[src/rtl/vga_pkg.sv]
// Shared types and constants for the VGA text datapath config scheduler.
//  - Screen geometry constants (V_ACTIVE, H_ACTIVE).
//  - cfg_t: config word {rgb[2:0], org_x[9:0], org_y[9:0]} (23 bits).
//  - state_t: commit scheduler FSM states.
//  - RST_CFG: config value after reset (white text, origin 0,0).
package vga_pkg;

    localparam int V_ACTIVE = 480;
    localparam int H_ACTIVE = 640;
    localparam int CFG_W    = 23;

    typedef struct packed {
        logic [2:0] rgb;
        logic [9:0] org_x;
        logic [9:0] org_y;
    } cfg_t;

    typedef enum logic [1:0] {
        IDLE,
        PENDING,
        COMMIT
    } state_t;

    localparam cfg_t RST_CFG = cfg_t'(23'h700000);

endpackage

[src/rtl/vga_cfg_scheduler_if.sv]
// Bus bundle between the two config requesters / renderer and the scheduler.
//  py       line counter from the sync generator
//  req      per-requester request, held high until its gnt pulse
//  cfg_in0  config word offered by requester 0 (switch logic)
//  cfg_in1  config word offered by requester 1 (host/keypad)
//  gnt      one-hot 1-cycle pulse: that requester's word entered the shadow
//  cfg_out  active config driving the character renderer
//  commit   1-cycle pulse: cfg_out was updated this cycle
//  pending  shadow holds a word not yet committed
// Modports: master = requesters/timing side, slave = scheduler.
interface vga_cfg_scheduler_if;
    import vga_pkg::*;

    logic [9:0] py;
    logic [1:0] req;
    cfg_t       cfg_in0;
    cfg_t       cfg_in1;
    logic [1:0] gnt;
    cfg_t       cfg_out;
    logic       commit;
    logic       pending;

    modport master (
        output py, req, cfg_in0, cfg_in1,
        input  gnt, cfg_out, commit, pending
    );

    modport slave (
        input  py, req, cfg_in0, cfg_in1,
        output gnt, cfg_out, commit, pending
    );

endinterface

[src/rtl/rr_arb2.sv]
// Two-way round-robin arbiter, purely combinational.
//  req     in   2  active requests
//  rr_ptr  in   1  index of the last winner
//  gnt     out  2  one-hot winner (all zero when nothing requests)
// A single requester always wins; on a tie the requester that did not win
// last time gets the grant.
module rr_arb2 (
    input  logic [1:0] req,
    input  logic       rr_ptr,
    output logic [1:0] gnt
);

    always_comb begin
        gnt = 2'b00;
        case (req)
            2'b01:   gnt = 2'b01;
            2'b10:   gnt = 2'b10;
            2'b11:   gnt = rr_ptr ? 2'b01 : 2'b10;
            default: gnt = 2'b00;
        endcase
    end

endmodule

[src/rtl/vga_cfg_scheduler.sv]
// Frame-synchronous config scheduler. Two requesters compete for a shadow
// register through a round-robin arbiter; the shadow is copied to the active
// config only on entry to vertical blanking, so a frame never tears.
//  clk   in  system clock
//  rst   in  synchronous active-high reset
//  bus   vga_cfg_scheduler_if.slave (py, req, cfg_in0/1, gnt, cfg_out,
//        commit, pending)
// Optional feature macro: VGA_CFG_BLINK_EN -- adds a frame counter that
// blanks the rgb field of cfg_out every other 2^BLINK_LOG2 frames.
module vga_cfg_scheduler
    import vga_pkg::*;
#(
    parameter int   V_ACTIVE = vga_pkg::V_ACTIVE,
    parameter cfg_t RST_CFG  = vga_pkg::RST_CFG
`ifdef VGA_CFG_BLINK_EN
    ,
    parameter int   BLINK_LOG2 = 5
`endif
) (
    input  logic                   clk,
    input  logic                   rst,
    vga_cfg_scheduler_if.slave     bus
);

    localparam logic [9:0] VB_LINE = V_ACTIVE[9:0];

    state_t     state;
    cfg_t       shadow;
    cfg_t       cfg_act;
    logic [1:0] gnt_q;
    logic       commit_q;
    logic       pending_q;
    logic       rr_ptr;
    logic       vb_q;

    logic       vblank;
    logic       vb_rise;
    logic [1:0] req_eff;
    logic [1:0] win;
    logic       grant;

    assign vblank  = (bus.py >= VB_LINE);
    assign vb_rise = vblank & ~vb_q;

    // A requester sees its gnt one cycle after the decision and only then
    // drops req; masking it for that cycle prevents a double grant.
    assign req_eff = bus.req & ~gnt_q;

    rr_arb2 u_arb (
        .req    (req_eff),
        .rr_ptr (rr_ptr),
        .gnt    (win)
    );

    assign grant = |win;

    // Arbitration, shadow capture, vblank edge detect and commit FSM
    always_ff @(posedge clk) begin
        if (rst) begin
            state     <= IDLE;
            shadow    <= RST_CFG;
            cfg_act   <= RST_CFG;
            gnt_q     <= 2'b00;
            commit_q  <= 1'b0;
            pending_q <= 1'b0;
            rr_ptr    <= 1'b0;
            vb_q      <= 1'b1;   // suppresses a commit on the first partial frame
        end else begin
            vb_q     <= vblank;
            gnt_q    <= win;
            commit_q <= 1'b0;

            if (grant) begin
                shadow    <= win[1] ? bus.cfg_in1 : bus.cfg_in0;
                rr_ptr    <= win[1];
                pending_q <= 1'b1;
            end

            case (state)
                IDLE: begin
                    if (grant) state <= PENDING;
                end
                PENDING: begin
                    if (vb_rise) begin
                        // Non-blocking copy: a grant on this same edge lands
                        // in the shadow and waits for the next frame.
                        state    <= COMMIT;
                        cfg_act  <= shadow;
                        commit_q <= 1'b1;
                        if (!grant) pending_q <= 1'b0;
                    end
                end
                COMMIT: begin
                    state <= (grant || pending_q) ? PENDING : IDLE;
                end
                default: state <= IDLE;
            endcase
        end
    end

    assign bus.gnt     = gnt_q;
    assign bus.commit  = commit_q;
    assign bus.pending = pending_q;

`ifdef VGA_CFG_BLINK_EN
    logic [BLINK_LOG2:0] frame_cnt;

    // Frame counter advancing once per frame
    always_ff @(posedge clk) begin
        if (rst) begin
            frame_cnt <= '0;
        end else if (vb_rise) begin
            frame_cnt <= frame_cnt + 1'b1;
        end
    end

    // Only the colour blinks; the origin always follows the committed word.
    always_comb begin
        bus.cfg_out = cfg_act;
        if (frame_cnt[BLINK_LOG2]) bus.cfg_out.rgb = 3'b000;
    end
`else
    assign bus.cfg_out = cfg_act;
`endif

endmodule

[src/flat_wrapper.sv]
// flat-port wrapper written by rule: the top's interface ports become plain ports
module vga_cfg_scheduler_flat import vga_pkg::*;
#(
    parameter int   V_ACTIVE = vga_pkg::V_ACTIVE,
    parameter cfg_t RST_CFG  = vga_pkg::RST_CFG

)
  (clk, rst, bus_py, bus_req, bus_cfg_in0, bus_cfg_in1, bus_gnt, bus_cfg_out, bus_commit, bus_pending);
  vga_cfg_scheduler_if bus_i ();
  input  logic clk;
  input  logic rst;
  input wire logic [$bits(bus_i.py)-1:0] bus_py;
  input wire logic [$bits(bus_i.req)-1:0] bus_req;
  input wire logic [$bits(bus_i.cfg_in0)-1:0] bus_cfg_in0;
  input wire logic [$bits(bus_i.cfg_in1)-1:0] bus_cfg_in1;
  output wire logic [$bits(bus_i.gnt)-1:0] bus_gnt;
  output wire logic [$bits(bus_i.cfg_out)-1:0] bus_cfg_out;
  output wire logic [$bits(bus_i.commit)-1:0] bus_commit;
  output wire logic [$bits(bus_i.pending)-1:0] bus_pending;
  assign bus_i.py = bus_py;
  assign bus_i.req = bus_req;
  assign bus_i.cfg_in0 = bus_cfg_in0;
  assign bus_i.cfg_in1 = bus_cfg_in1;
  assign bus_gnt = bus_i.gnt;
  assign bus_cfg_out = bus_i.cfg_out;
  assign bus_commit = bus_i.commit;
  assign bus_pending = bus_i.pending;
  vga_cfg_scheduler #(.V_ACTIVE(V_ACTIVE), .RST_CFG(RST_CFG)) u_core (.clk(clk), .rst(rst), .bus(bus_i));
endmodule
[config.mk]
export PLATFORM = sky130hd
export DESIGN_NAME = vga_cfg_scheduler_flat
export DESIGN_NICKNAME = d
export VERILOG_FILES = /design/src/rtl/vga_pkg.sv /design/src/rtl/vga_cfg_scheduler_if.sv /design/src/rtl/rr_arb2.sv /design/src/rtl/vga_cfg_scheduler.sv /design/src/flat_wrapper.sv
export SDC_FILE = /design/constraint.sdc
export NUM_CORES = 1
export LEC_CHECK = 0
export CORE_MARGIN = 2
export CORE_UTILIZATION = 25
export DETAILED_ROUTE_END_ITERATION = 12
export GPL_TIMING_DRIVEN = 1
export PLACE_DENSITY = 0.58
export SLEW_MARGIN = 20
export SYNTH_ARGS = -nofsm -noshare
export SYNTH_HDL_FRONTEND = slang
export SYNTH_HIERARCHICAL = 1
export SYNTH_SLANG_ARGS = --single-unit
[constraint.sdc]
create_clock -name clk -period 2.4 [get_ports clk]
set_input_delay 0.72 -clock clk [delete_from_list [all_inputs] [get_ports clk]]
set_output_delay 0.72 -clock clk [all_outputs]
set_load 0.02 [all_outputs]
==> tab_implementation.tex <==
\begin{tabular}{lr}
\hline
Metric & Value \\
\hline
\multicolumn{2}{l}{\textbf{Clock tree}} \\
\quad Clock tree from TritonCTS & built \\
\quad Root Buffer Master & sky130\_fd\_sc\_hd\_\_clkbuf\_8 \\
\quad Maximum clock path buffer count & 2 \\
\quad Clock-pin transition on the worst setup and hold timing paths & 0.09 ns \\
\quad Resized Gates After CTS & 0 \\
\quad Count of hold-fix buffers inserted at cts & 0 \\
\quad Clock insertion delay at the later pin of the skew report & 0.30 ns \\
\quad TritonCTS buffer count & 5 \\
\quad Number of clock sinks seen by CTS & 54 \\
\quad Post-CTS Setup Inserts & 0 \\
\quad Maximum level of the CTS H-tree & 2 \\
\multicolumn{2}{l}{\textbf{Logic synthesis}} \\
\quad Post-synthesis net count & 291 \\
\quad Number of synthesized register bits & 54 \\
\quad Sequential fraction of the synthesis area & 44.7\% \\
\quad Area of the mapped netlist & 0.00242 mm2 \\
\quad Number of warnings issued by yosys & 6 \\
\quad Synthesized area divided by synthesized cell count & 10.5 um2 \\
\quad Cells after Synth & 231 \\
\quad Library cells used by synthesis & 19 \\
\multicolumn{2}{l}{\textbf{Finish}} \\
\quad Utilization after layout & 38.0\% \\
\quad Fraction of final layout cells sized beyond drive strength 1 & 6.98\% \\
\quad Number of filler cells placed in the layout & 947 \\
\quad Net count of the finished layout & 374 \\
\quad Area growth, synth to finish & 46.5\% \\
\quad Total area of multi-input combinational cells & 0.00126 mm2 \\
\quad Final Non-Filler Cells & 444 \\
\quad Storage element area & 0.00108 mm2 \\
\quad Number of antenna repair diodes & 0 \\
\multicolumn{2}{l}{\textbf{Setup path}} \\
\quad Reg-to-Reg Start & u\_core/bus.gnt[0]\$\_SDFF\_PP0\_ \\
\quad Critical Path Source & bus\_req[0] \\
\quad Reg2reg setup slack & 0.83 ns \\
\quad Crit path kind & in2reg \\
\quad Worst Path Max Fanout & 8 \\
\quad Critical Path Source Type & input port \\
\quad Cell depth of the worst flop-to-flop path & 6 \\
\quad Critical path endpoint & u\_core/shadow[17]\$\_SDFFE\_PP0P\_ \\
\quad Required time of the critical path & 2.59 ns \\
\quad Worst reg2reg endpoint & u\_core/shadow[17]\$\_SDFFE\_PP0P\_ \\
\quad Arrival time reported for the critical path endpoint & 2.34 ns \\
\quad Nature of the critical path endpoint & register \\
\multicolumn{2}{l}{\textbf{Power}} \\
\quad Internal power contribution & 0.00148 W \\
\quad Share of total power in combinational logic & 18.7\% \\
\quad Switching power & 0.000458 W \\
\quad Static leakage & 1.30 nW \\
\quad Power Density & 545 mW/mm2 \\
\quad Final Power & 0.00193 W \\
\quad Clk pwr share & 31.1\% \\
\quad Fraction of power spent switching nets & 23.7\% \\
\quad Power share of the sequential group & 50.2\% \\
\quad Maximum resistive drop on vdd & 264 uV \\
\multicolumn{2}{l}{\textbf{Route}} \\
\quad DR iter-0 viols & 35 \\
\quad Post-DRT Antenna Nets & 0 \\
\quad Detailed-router iteration count before antenna repair & 4 \\
\quad Via density & 4.16 \\
\quad Total DRC errors in the routed layout & 0 \\
\quad Via count & 1,846 \\
\quad Wire length after detailed routing & 5.39 mm \\
\quad Routed wire length per instance & 12.1 um \\
\multicolumn{2}{l}{\textbf{GRT}} \\
\quad Overflow after GRT & 0 \\
\quad Largest net degree at the start of global routing & 49 \\
\quad Global router's overall resource usage & 10.4\% \\
\quad First-pass GRT wire length & 8.45 mm \\
\quad Antenna violations before repair & 0 \\
\quad Number of global-route vias before repair & 1,717 \\
\multicolumn{2}{l}{\textbf{Floorplan}} \\
\quad Initial Utilization & 25.9\% \\
\quad DIE AREA & 0.0105 mm2 \\
\quad Area of the core & 0.00933 mm2 \\
\quad Die extent in y & 102 um \\
\quad Die width & 102 um \\
\quad Placement Rows & 35 \\
\quad Number of top-level pins & 87 \\
\multicolumn{2}{l}{\textbf{Hold path}} \\
\quad Type of the tightest min-delay check & reg2reg \\
\multicolumn{2}{l}{\textbf{Place}} \\
\quad Number of placed instances, taps included & 436 \\
\quad Gp weighted congestion & 0.703 \\
\quad Number of buffers inserted by port buffering & 81 \\
\quad Placed wire-length estimate after detailed placement & 3.89 mm \\
\multicolumn{2}{l}{\textbf{STA}} \\
\quad Top achievable clock speed & 466 MHz \\
\quad Hold Vio Cnt, Final & 0 \\
\quad Min Hold Slack & 0.472 ns \\
\quad Final number of max-transition violations & 0 \\
\quad Final setup viols & 0 \\
\quad Period utilisation layout & 89.4\% \\
\quad Crit path time final & 2.15 ns \\
\quad Transition time at the pin with the least slew margin & 0.316 ns \\
\quad Post-Route Skew & 0.00740 ns \\
\quad Unrepaired setup endpoints after global routing & false \\
\quad Remaining max-slew budget at the tightest pin & 78.9\% \\
\multicolumn{2}{l}{\textbf{Outcome}} \\
\quad Result of the run & finished, final reports clean \\
\multicolumn{2}{l}{\textbf{Flow run}} \\
\quad Maximum Capacitance Violations & 0 \\
\hline
\end{tabular}
-- through the flow --
stage | TNS [ns] | setup slack (ns) | instance area [um2]
2_1_floorplan | 0 | 0.406 | 2420
3_3_place_gp | -0.659 | -0.0420 | 3440
3_5_place_dp | -0.743 | -0.0639 | 3440
4_1_cts | 0 | 0.240 | 3550
5_1_grt | 0 | 0.162 | 3550
6_report | 0 | 0.255 | 3550
-- area by class of cell --
class                      instances  area share [%]
clock buffer                       7            2.15
clock inverter                     1           0.847
inverter                           2           0.212
multi-input combinational        159            35.6
sequential                        54            30.5
tap                              129            4.55
timing repair buffer              92            26.1
-- placed cells by master, fill, tap and decap left out --
cell                              instances
sky130_fd_sc_hd__clkdlybuf4s50_1         80
sky130_fd_sc_hd__dfxtp_1                 54
sky130_fd_sc_hd__mux2i_1                 46
sky130_fd_sc_hd__nand2b_1                45
sky130_fd_sc_hd__nor2_1                  30
sky130_fd_sc_hd__mux2_1                  23
sky130_fd_sc_hd__buf_4                    8
sky130_fd_sc_hd__clkbuf_8                 5
sky130_fd_sc_hd__nor2b_1                  3
sky130_fd_sc_hd__buf_12                   3
sky130_fd_sc_hd__clkbuf_1                 2
sky130_fd_sc_hd__nor4_1                   2
sky130_fd_sc_hd__o31ai_1                  2
sky130_fd_sc_hd__a21oi_1                  2
sky130_fd_sc_hd__inv_1                    2
sky130_fd_sc_hd__a21boi_4                 2
sky130_fd_sc_hd__bufinv_16                1
sky130_fd_sc_hd__buf_2                    1
sky130_fd_sc_hd__a41oi_4                  1
sky130_fd_sc_hd__nor3_4                   1
sky130_fd_sc_hd__nand2_1                  1
sky130_fd_sc_hd__a211o_1                  1
-- flip-flops by register name, indices dropped and copies added, names as in the netlist --
name,count
u_core/vb_q,1
u_core/bus.cfg_out,23
u_core/bus.gnt,2
u_core/state,2
u_core/bus.commit,1
u_core/shadow,23
u_core/bus.pending,1
u_core/rr_ptr,1
-- worst max-delay path: stages --
cell                              delay [ns]
sky130_fd_sc_hd__clkdlybuf4s50_1        0.45
sky130_fd_sc_hd__nor2b_1                0.20
sky130_fd_sc_hd__a21boi_4               0.25
sky130_fd_sc_hd__buf_4                  0.20
sky130_fd_sc_hd__mux2_1                 0.32
sky130_fd_sc_hd__mux2i_1                0.14
sky130_fd_sc_hd__nor2_1                 0.05
-- cell usage after synthesis --
master	count	area [um2]
sky130_fd_sc_hd__nor2_1	30	113
sky130_fd_sc_hd__clkbuf_1	8	30.0
sky130_fd_sc_hd__nand2b_1	45	282
sky130_fd_sc_hd__dfxtp_1	54	1080
sky130_fd_sc_hd__a211o_1	1	8.76
sky130_fd_sc_hd__buf_2	6	30.0
sky130_fd_sc_hd__inv_1	2	7.51
sky130_fd_sc_hd__nor4_1	2	12.5
sky130_fd_sc_hd__a21oi_1	2	10.0
sky130_fd_sc_hd__mux2_1	23	259
sky130_fd_sc_hd__mux2i_1	46	460
sky130_fd_sc_hd__a21boi_1	1	7.51
sky130_fd_sc_hd__nand2_1	1	3.75
sky130_fd_sc_hd__buf_8	2	30.0
sky130_fd_sc_hd__nor3_4	1	16.3
sky130_fd_sc_hd__a41oi_4	1	27.5
sky130_fd_sc_hd__o31ai_1	2	15.0
sky130_fd_sc_hd__nor2b_1	3	18.8
sky130_fd_sc_hd__a21boi_0	1	7.51
-- worst min path at each step --
stage	startpoint	end	slack (ns)	cells past startpoint
6_report	u_core/shadow[16]$_SDFFE_PP0P_	u_core/bus.cfg_out[16]$_SDFFE_PP0P_	0.47	2
4_1_cts	u_core/shadow[12]$_SDFFE_PP0P_	u_core/bus.cfg_out[12]$_SDFFE_PP0P_	0.48	2
2_1_floorplan	u_core/shadow[0]$_SDFFE_PP0P_	u_core/bus.cfg_out[0]$_SDFFE_PP0P_	0.45	2
5_1_grt	u_core/bus.cfg_out[14]$_SDFFE_PP0P_	u_core/bus.cfg_out[14]$_SDFFE_PP0P_	0.49	2
3_3_place_gp	u_core/shadow[14]$_SDFFE_PP0P_	u_core/bus.cfg_out[14]$_SDFFE_PP0P_	0.46	2
3_5_place_dp	u_core/shadow[12]$_SDFFE_PP0P_	u_core/bus.cfg_out[12]$_SDFFE_PP0P_	0.46	2
-- power groups by stage --
stage | logic (W) | registers [W] | clock network (W)
2_1_floorplan | 0.000193 | 0.000995 | 0
3_3_place_gp | 0.000360 | 0.000990 | 0
3_5_place_dp | 0.000367 | 0.000991 | 0
4_1_cts | 0.000369 | 0.000971 | 0.000634
5_1_grt | 0.000397 | 0.000978 | 0.000667
6_report | 0.000362 | 0.000970 | 0.000601
-- logic make-up after synthesis --
logic type             count (synthesis)  synth area share [%]
DFF                                   54                  44.7
and+or+nand+nor                       82                  18.4
buffers and inverters                 18                  4.03
muxes                                 69                  29.7
AOI/OAI and AO/OA                      8                  3.15
-- per-layer routing --
metal  up-vias  share of wire [%]  GRT usage [%]
met4         0                1.0           3.28
met5         -                  0              0
li1        937                  -              -
met2        49                 49           17.5
met3         4                6.2           3.63
met1       856                 44           12.4
Power figures use the tool's default switching activity.
